`config.mk`:
```
export PLATFORM = sky130hd
export DESIGN_NAME = jk_mod_counter_flat
export DESIGN_NICKNAME = d
export VERILOG_FILES = /design/src/rtl/jk_mod_counter_pkg.sv /design/src/rtl/jk_mod_counter_if.sv /design/src/rtl/jk_mod_counter_jk_ff_cell.sv /design/src/rtl/jk_mod_counter.sv /design/src/flat_wrapper.sv
export SDC_FILE = /design/constraint.sdc
export NUM_CORES = 1
export LEC_CHECK = 0
export BUFFER_PORTS_ARGS = -buffer_cell sky130_fd_sc_hd__buf_2
export CAP_MARGIN = 20
export CORE_MARGIN = 2
export CORE_UTILIZATION = 45
export DETAILED_ROUTE_END_ITERATION = 7
export HOLD_SLACK_MARGIN = 0.03
export PLACE_DENSITY_LB_ADDON = 0.3
export SYNTH_ARGS = -nofsm -noshare
export SYNTH_HDL_FRONTEND = slang
export SYNTH_HIERARCHICAL = 1
export SYNTH_SLANG_ARGS = --single-unit
export TNS_END_PERCENT = 10
```
`constraint.sdc`:
```
create_clock -name clk -period 3.1 [get_ports clk]
set_input_delay 0.465 -clock clk [delete_from_list [all_inputs] [get_ports clk]]
set_output_delay 0.465 -clock clk [all_outputs]
set_load 0.02 [all_outputs]
```
`src/rtl/jk_mod_counter_pkg.sv`:
```
// Shared definitions for the JK-flop modulo counter: JK excitation encodings
// ({j,k} pairs) and a helper that derives the excitation for one bit from its
// present and next value.
package jk_pkg;

   localparam logic [1:0] JK_HOLD   = 2'b00;
   localparam logic [1:0] JK_RESET  = 2'b01;
   localparam logic [1:0] JK_SET    = 2'b10;
   localparam logic [1:0] JK_TOGGLE = 2'b11;

   // Returns {j,k} that moves one flop from q_bit to n_bit without ever
   // using the toggle encoding.
   function automatic logic [1:0] jk_excite(input logic q_bit, input logic n_bit);
      logic [1:0] jk;
      jk = {(~q_bit & n_bit), (q_bit & ~n_bit)};
      return jk;
   endfunction

endpackage

```
`src/rtl/jk_mod_counter_if.sv`:
```
// Control/status bundle of the JK modulo counter. The master drives the
// count controls, the slave (the counter) returns state and terminal count.
interface jk_mod_counter_if #(
   parameter int W = 4
);
   logic         en;
   logic         up;
   logic         load;
   logic [W-1:0] d;
   logic [W-1:0] q;
   logic [W-1:0] qb;
   logic         tc;

   modport master (output en, output up, output load, output d,
                   input q, input qb, input tc);
   modport slave  (input en, input up, input load, input d,
                   output q, output qb, output tc);
endinterface

```
`src/rtl/jk_mod_counter_jk_ff_cell.sv`:
```
// Single rising-edge JK flip-flop with asynchronous active-high reset to 0.
// Implements the full JK truth table including toggle; qb is held in its own
// flop so it is a true flop output and equals ~q at all times, reset included.
module jk_ff_cell
   import jk_pkg::*;
(
   input  logic clk,
   input  logic rst,
   input  logic j,
   input  logic k,
   output logic q,
   output logic qb
);

   logic q_q;
   logic q_d;
   logic qb_q;

   // JK truth table: decide the next flop value from {j,k}.
   always_comb begin
      q_d = q_q;
      case ({j, k})
         JK_HOLD:   q_d = q_q;
         JK_RESET:  q_d = 1'b0;
         JK_SET:    q_d = 1'b1;
         JK_TOGGLE: q_d = ~q_q;
         default:   q_d = q_q;
      endcase
   end

   // Storage for q and its complement, cleared asynchronously.
   always_ff @(posedge clk or posedge rst) begin
      if (rst) begin
         q_q  <= 1'b0;
         qb_q <= 1'b1;
      end else begin
         q_q  <= q_d;
         qb_q <= ~q_d;
      end
   end

   assign q  = q_q;
   assign qb = qb_q;

endmodule

```
`src/rtl/jk_mod_counter.sv`:
```
// Synchronous modulo-MODULUS up/down counter built from W JK flip-flops.
// Next state is computed behaviourally, then converted into per-bit j/k
// excitation (toggle never used). Load clamps values >= MODULUS to MODULUS-1.
// Build option: define JK_COUNT_SAT_EN to saturate at the ends of the range
// instead of wrapping; the default build wraps.
module jk_mod_counter
   import jk_pkg::*;
#(
   parameter int W       = 4,
   parameter int MODULUS = 10
)(
   input  logic              clk,
   input  logic              rst,
   jk_mod_counter_if.slave   bus
);

   localparam logic [W:0]   MOD_EXT  = (W+1)'(MODULUS);
   localparam logic [W-1:0] MAX_VAL  = W'(MODULUS - 1);
   localparam logic [W-1:0] ZERO_VAL = {W{1'b0}};
   localparam logic [W-1:0] ONE_VAL  = W'(1);

   logic [W-1:0] q_s;
   logic [W-1:0] qb_s;
   logic [W-1:0] n_s;
   logic [W-1:0] j_s;
   logic [W-1:0] k_s;
   logic         at_max_s;
   logic         at_zero_s;

   // Range ends are found by compare, never by relying on W-bit overflow.
   assign at_max_s  = (q_s == MAX_VAL);
   assign at_zero_s = (q_s == ZERO_VAL);

   // Next-state selection: load (clamped) beats count, count beats hold.
   always_comb begin
      n_s = q_s;
      if (bus.load) begin
         if ({1'b0, bus.d} >= MOD_EXT) begin
            n_s = MAX_VAL;
         end else begin
            n_s = bus.d;
         end
      end else if (bus.en) begin
         if (bus.up) begin
`ifdef JK_COUNT_SAT_EN
            if (at_max_s) begin
               n_s = q_s;
            end else begin
               n_s = q_s + ONE_VAL;
            end
`else
            if (at_max_s) begin
               n_s = ZERO_VAL;
            end else begin
               n_s = q_s + ONE_VAL;
            end
`endif
         end else begin
`ifdef JK_COUNT_SAT_EN
            if (at_zero_s) begin
               n_s = q_s;
            end else begin
               n_s = q_s - ONE_VAL;
            end
`else
            if (at_zero_s) begin
               n_s = MAX_VAL;
            end else begin
               n_s = q_s - ONE_VAL;
            end
`endif
         end
      end else begin
         n_s = q_s;
      end
   end

   // Per-bit excitation: set bits that rise, reset bits that fall, else hold.
   always_comb begin
      j_s = {W{1'b0}};
      k_s = {W{1'b0}};
      for (int i = 0; i < W; i++) begin
         {j_s[i], k_s[i]} = jk_excite(q_s[i], n_s[i]);
      end
   end

   // One JK flip-flop per state bit.
   for (genvar g = 0; g < W; g++) begin : g_bit
      jk_ff_cell u_cell (
         .clk (clk),
         .rst (rst),
         .j   (j_s[g]),
         .k   (k_s[g]),
         .q   (q_s[g]),
         .qb  (qb_s[g])
      );
   end

   assign bus.q  = q_s;
   assign bus.qb = qb_s;
   // Terminal count is combinational on the current state and controls.
   assign bus.tc = bus.en & ~bus.load & ((bus.up & at_max_s) | (~bus.up & at_zero_s));

endmodule

```
`src/flat_wrapper.sv`:
```
// flat-port wrapper written by rule: the top's interface ports become plain ports
module jk_mod_counter_flat import jk_pkg::*;
#(
   parameter int W       = 4,
   parameter int MODULUS = 10
)
  (clk, rst, bus_en, bus_up, bus_load, bus_d, bus_q, bus_qb, bus_tc);
  jk_mod_counter_if #(.W(W)) bus_i ();
  input  logic clk;
  input  logic rst;
  input wire logic [$bits(bus_i.en)-1:0] bus_en;
  input wire logic [$bits(bus_i.up)-1:0] bus_up;
  input wire logic [$bits(bus_i.load)-1:0] bus_load;
  input wire logic [$bits(bus_i.d)-1:0] bus_d;
  output wire logic [$bits(bus_i.q)-1:0] bus_q;
  output wire logic [$bits(bus_i.qb)-1:0] bus_qb;
  output wire logic [$bits(bus_i.tc)-1:0] bus_tc;
  assign bus_i.en = bus_en;
  assign bus_i.up = bus_up;
  assign bus_i.load = bus_load;
  assign bus_i.d = bus_d;
  assign bus_q = bus_i.q;
  assign bus_qb = bus_i.qb;
  assign bus_tc = bus_i.tc;
  jk_mod_counter #(.W(W), .MODULUS(MODULUS)) u_core (.clk(clk), .rst(rst), .bus(bus_i));
endmodule
```
# After elaboration in Yosys (flattened, before gate mapping)
# Cells that the tools add are included.
# classes
addsub	2
multipliers	0
div_mod_pow	0
magnitude_cmp	1
n_eq_ne	13
shift	0
n_mux	10
bitwise_logic	27
n_reduce_logical	5
# op_table
op	n
2-to-1 mux 4 bit	6
equality test 2 bit, second input constant	8
case mux 1 bit (4 select lines)	4
inverter 1 bit	14
bitwise AND 1 bit	12
equality test 2 x 1 -> 1 bit, second input constant	4
zero test 2 bit	4
adder 4 x 1 -> 4 bit, second input constant	1
equality test 4 bit, second input constant	1
greater-or-equal comparator 4 bit, second input constant	1
zero test 4 bit	1
subtractor 4 x 1 -> 4 bit, second input constant	1
OR 1 bit	1
# word_totals
register_bits	8
latch_bits	0
mem_bits_rw	0
mem_bits_ro	0
inputBits	9
wordCells	66
mem_count	0

# Depth between registers and ports, before layout
# depth
depth_word	10
mapped_depth	7
ltp_nobuf	6

# Hierarchy
# The synthesis kept the hierarchy.
# by_module_without_submodules
mod	instances	cells_each	area_per_inst_um2	seq_area_each_um2
jk_ff_cell	4	6	83.8	51.3
jk_mod_counter	1	47	296.5	0.0

# Worst setup path after synthesis
# OpenSTA, ideal clock, no wires.
# synth_path
path_kind	register -> output
start	register u_core.g_bit[0].u_cell.q_q
end	output port bus_tc
arrival_time_ns	1.677
t_required_ns	2.635
setup_slack_ns	0.958
path_stages_with_launch	4
path_buffers	1
path_cell_list	dfrtp_1 -> buf_6 -> or3_1 -> a2111oi_2
# synth_between
elab_chain_len	4
elab_cells_between_ends	6
cone_classes	eq/ne: 1; bitwise: 4; reduce/logical: 1
# synth_rtl
element	line	rtl
start: declaration	jk_mod_counter_jk_ff_cell.sv:15	logic q_q;
start signal: assignment	jk_mod_counter_jk_ff_cell.sv:37	q_q <= q_d;
equality test 4 bit or zero test 4 bit (tied branches)	jk_mod_counter.sv:31, jk_mod_counter.sv:32	
bitwise AND 1 bit	jk_mod_counter.sv:102	assign bus.tc = bus.en & ~bus.load & ((bus.up & at_max_s) | (~bus.up & at_zero_s));
OR 1 bit *	jk_mod_counter.sv:102	
bitwise AND 1 bit *	jk_mod_counter.sv:102	
end: declaration	flat_wrapper.sv:17	output wire logic [$bits(bus_i.tc)-1:0] bus_tc;
# Every way passes the cells marked *; elsewhere a longest branch is shown, timed or not.

# Worst setup path after layout
# Ends and elaborated chain as after synthesis.

==> reports/metrics.csv <==
stage,metric,value,unit
clock_tree,postCtsHoldBufs,0,
pwr,ir_worst_vdd,0.294,mV
drt,vias,547,
drt,drc_errors,0,
place,port-buffer-count,17,
timing,max_clock_freq,439,MHz
cells_and_area,drive_gt1_share,36.0,%
pwr,switchingPower,0.303,mW
cells_and_area,final_cell_mix,"17 x buf_2, 11 x inv_1, 5 x a21oi_1, 5 x nand2_1, 5 x nor2_1",
cells_and_area,utilization,55.4,%
synthesis,yosys_warnings,6,
drt,drt_iter0_drc,19,
clock_tree,cts_tree,yes,
drt,antenna_left,0,
timing,max_slew_margin,67.8,%
synthesis,syn_area,632,sq um
place,place_area,698,sq um
drt,post_drt_wl_per_cell,11.6,um
timing,hold_viol,0,
synthesis,yosysSeqAreaShare,32.5,%
worst_hold_path,min_path_type,in2async,
clock_tree,cts-root-buf,clkbuf_4,
cells_and_area,final_common_cell,buf_2,
synthesis,syn_area_per_cell,8.90,sq um
cells_and_area,syn2layout_area_growth,14.1,%
clock_tree,ctsResizeCount,0,
global_routing,grt_max_degree,14,
timing,worst_slack,0.823,ns
clock_tree,cts_buffers,3,
pwr,swShare,43.7,%
synthesis,synth.distinct_cells,29,
timing,finalCritPeriodShare,73.5,%
cells_and_area,final_area,721,sq um
setup_path,end_kind,primary output,
cells_and_area,fillers,126,
clock_tree,cts.sink_count,8,
setup_path,arrival,1.81,ns
die,coreArea,1300,sq um
setup_path,cp-start-kind,flop,
pwr,pwr-share-clk,11.0,%
timing,fin_tns_setup,0,ns
pwr,p_comb_share,48.7,%
synthesis,ys_seq_elements,8,
place,gp_congestion,0.806,
setup_path,cp_max_fo,13,
timing,slew_viol_final,0,
die,initial_core_util,48.6,%
pwr,p_per_area,961,nW/um^2
cells_and_area,nets,97,
clock_tree,ctsHtreeMaxLevel,1,
setup_path,worstSetupPathType,reg2out,
pwr,seq_power_share,40.3,%
clock_tree,clk_latency,0.25,ns
global_routing,grtUsageTotal,14.8,%
pwr,power,0.693,mW
setup_path,r2r_slack,1.21,ns
pwr,p_leak,0.348,nW
timing,rsz0062_at_grt,false,
die,io_pins,18,
global_routing,grt_pass1_vias,487,
cells_and_area,antenna_cells,0,
global_routing,grt_pass1_wl,2040,um
global_routing,antenna_found_initial,0,
pwr,p_int,0.390,mW
die,die_w,41.5,um
drt,dr.pass1.iters,4,
die,row_count,13,
die,die-height,41.5,um
drt,wirelength,1170,um
place,dp_hpwl,877,um
synthesis,syn-num-nets,80,
clock_tree,cts_buffer_depth,2,
global_routing,grt_overflow,0,
synthesis,syn_inst,71,
clock_tree,clk_pin_slew_worst_paths,0.05,ns
run_status,status,"complete, no violations",
die,die-area,1720,sq um
job,drv_cap,0,
clock_tree,post-cts-setup-buffers,0,
setup_path,cp_data_required_time,2.63,ns
drt,via_per_inst,5.42,
timing,tightest_slew,0.483,ns
timing,setup_viol,0,
place,dp_slack,1.07,ns
timing,skew,0.00469,ns
timing,layout_min_cycle_time,2.28,ns
-- Yosys cell counts (all sizes together) --
cell type,n,area share [%]
mux2,4,9.5
mux2i,4,6.3
nor3,1,0.79
dfrtp,4,16
and3,1,0.99
o31a,1,1.4
nand2b,1,0.99
nand3,3,2.4
nor4,1,3.4
nor2,5,3.0
a2111oi,1,2.4
nand2,5,3.0
a31oi,2,2.0
xnor2,2,2.8
a21oi,5,4.0
clkbuf,1,0.59
inv,11,6.5
buf,4,5.3
and4,1,1.6
a221oi,1,1.4
dfstp,4,17
o21ai,3,2.4
o21a,1,1.2
nand3b,1,1.2
nor2b,1,0.99
or3,2,2.0
o211a,1,1.6
-- worst paths after layout --
path                       cells after the start                          startpoint                                  end
max reg2reg                                    6  u_core/g_bit[0].u_cell/q$_DFF_PP0_  u_core/g_bit[3].u_cell/qb$_DFF_PP1_
min in group clk                               5                            bus_d[3]   u_core/g_bit[3].u_cell/q$_DFF_PP0_
max                                            3  u_core/g_bit[0].u_cell/q$_DFF_PP0_                               bus_tc
min reg2reg                                    1  u_core/g_bit[3].u_cell/q$_DFF_PP0_   u_core/g_bit[3].u_cell/q$_DFF_PP0_
max in group asynchronous                      2                                 rst  u_core/g_bit[1].u_cell/qb$_DFF_PP1_
min                                            2                                 rst   u_core/g_bit[3].u_cell/q$_DFF_PP0_
-- power by group through the flow --
| stage | registers (mW) | clock network [mW] | logic (mW) |
|---|---|---|---|
| 6_report | 0.279 | 0.0760 | 0.337 |
| 5_1_grt | 0.293 | 0.0891 | 0.368 |
| 4_1_cts | 0.281 | 0.0798 | 0.337 |
| 3_5_place_dp | 0.281 | 0 | 0.337 |
| 3_3_place_gp | 0.277 | 0 | 0.332 |
| 2_1_floorplan | 0.294 | 0 | 0.268 |
-- sequential cells by signal, indices dropped and copies added, names as in the netlist --
register	flops
u_core/g_bit.u_cell/qb	4
u_core/g_bit.u_cell/q	4
-- per-stage QoR --
| stage | hold slack (ns) | cells |
|---|---|---|
| 2_1_floorplan | 0.205 | 71 |
| 5_1_grt | 0.0885 | 101 |
| 6_report | 0.0957 | 101 |
| 4_1_cts | 0.0927 | 101 |
| 3_3_place_gp | 0.355 | 98 |
| 3_5_place_dp | 0.360 | 98 |
-- logic make-up after synthesis --
logic type / share of synthesized area, %
muxes: 15.8
DFF: 32.5
xor gates and xnor gates: 2.77
and+or+nand+nor: 20.2
buffers and inverters: 12.5
AOI/OAI and AO/OA: 16.2
-- per-layer routing --
metal,global-route usage [%],routed length (um),share of wire [%]
met3,0,72,6.2
met2,22.5,563,48
met4,9.68,0,0
met1,20.5,531,46
met5,0,0,0
-- layout make-up --
cell class / count / area, sq um / share of cell area (%)
clock buffer: 3 / 22.5 / 3.13
inverter: 11 / 41.3 / 5.73
multi-input combinational: 47 / 348 / 48.3
sequential: 8 / 205 / 28.5
tap: 15 / 18.8 / 2.60
timing repair buffer: 17 / 85.1 / 11.8
-- critical path, stage by stage, from the launching register on --
cell and delay (ns):
dfrtp_1 0.55, or3_1 0.45, a2111oi_2 0.35, buf_2 0.22
(Power assumes the default switching activity.)
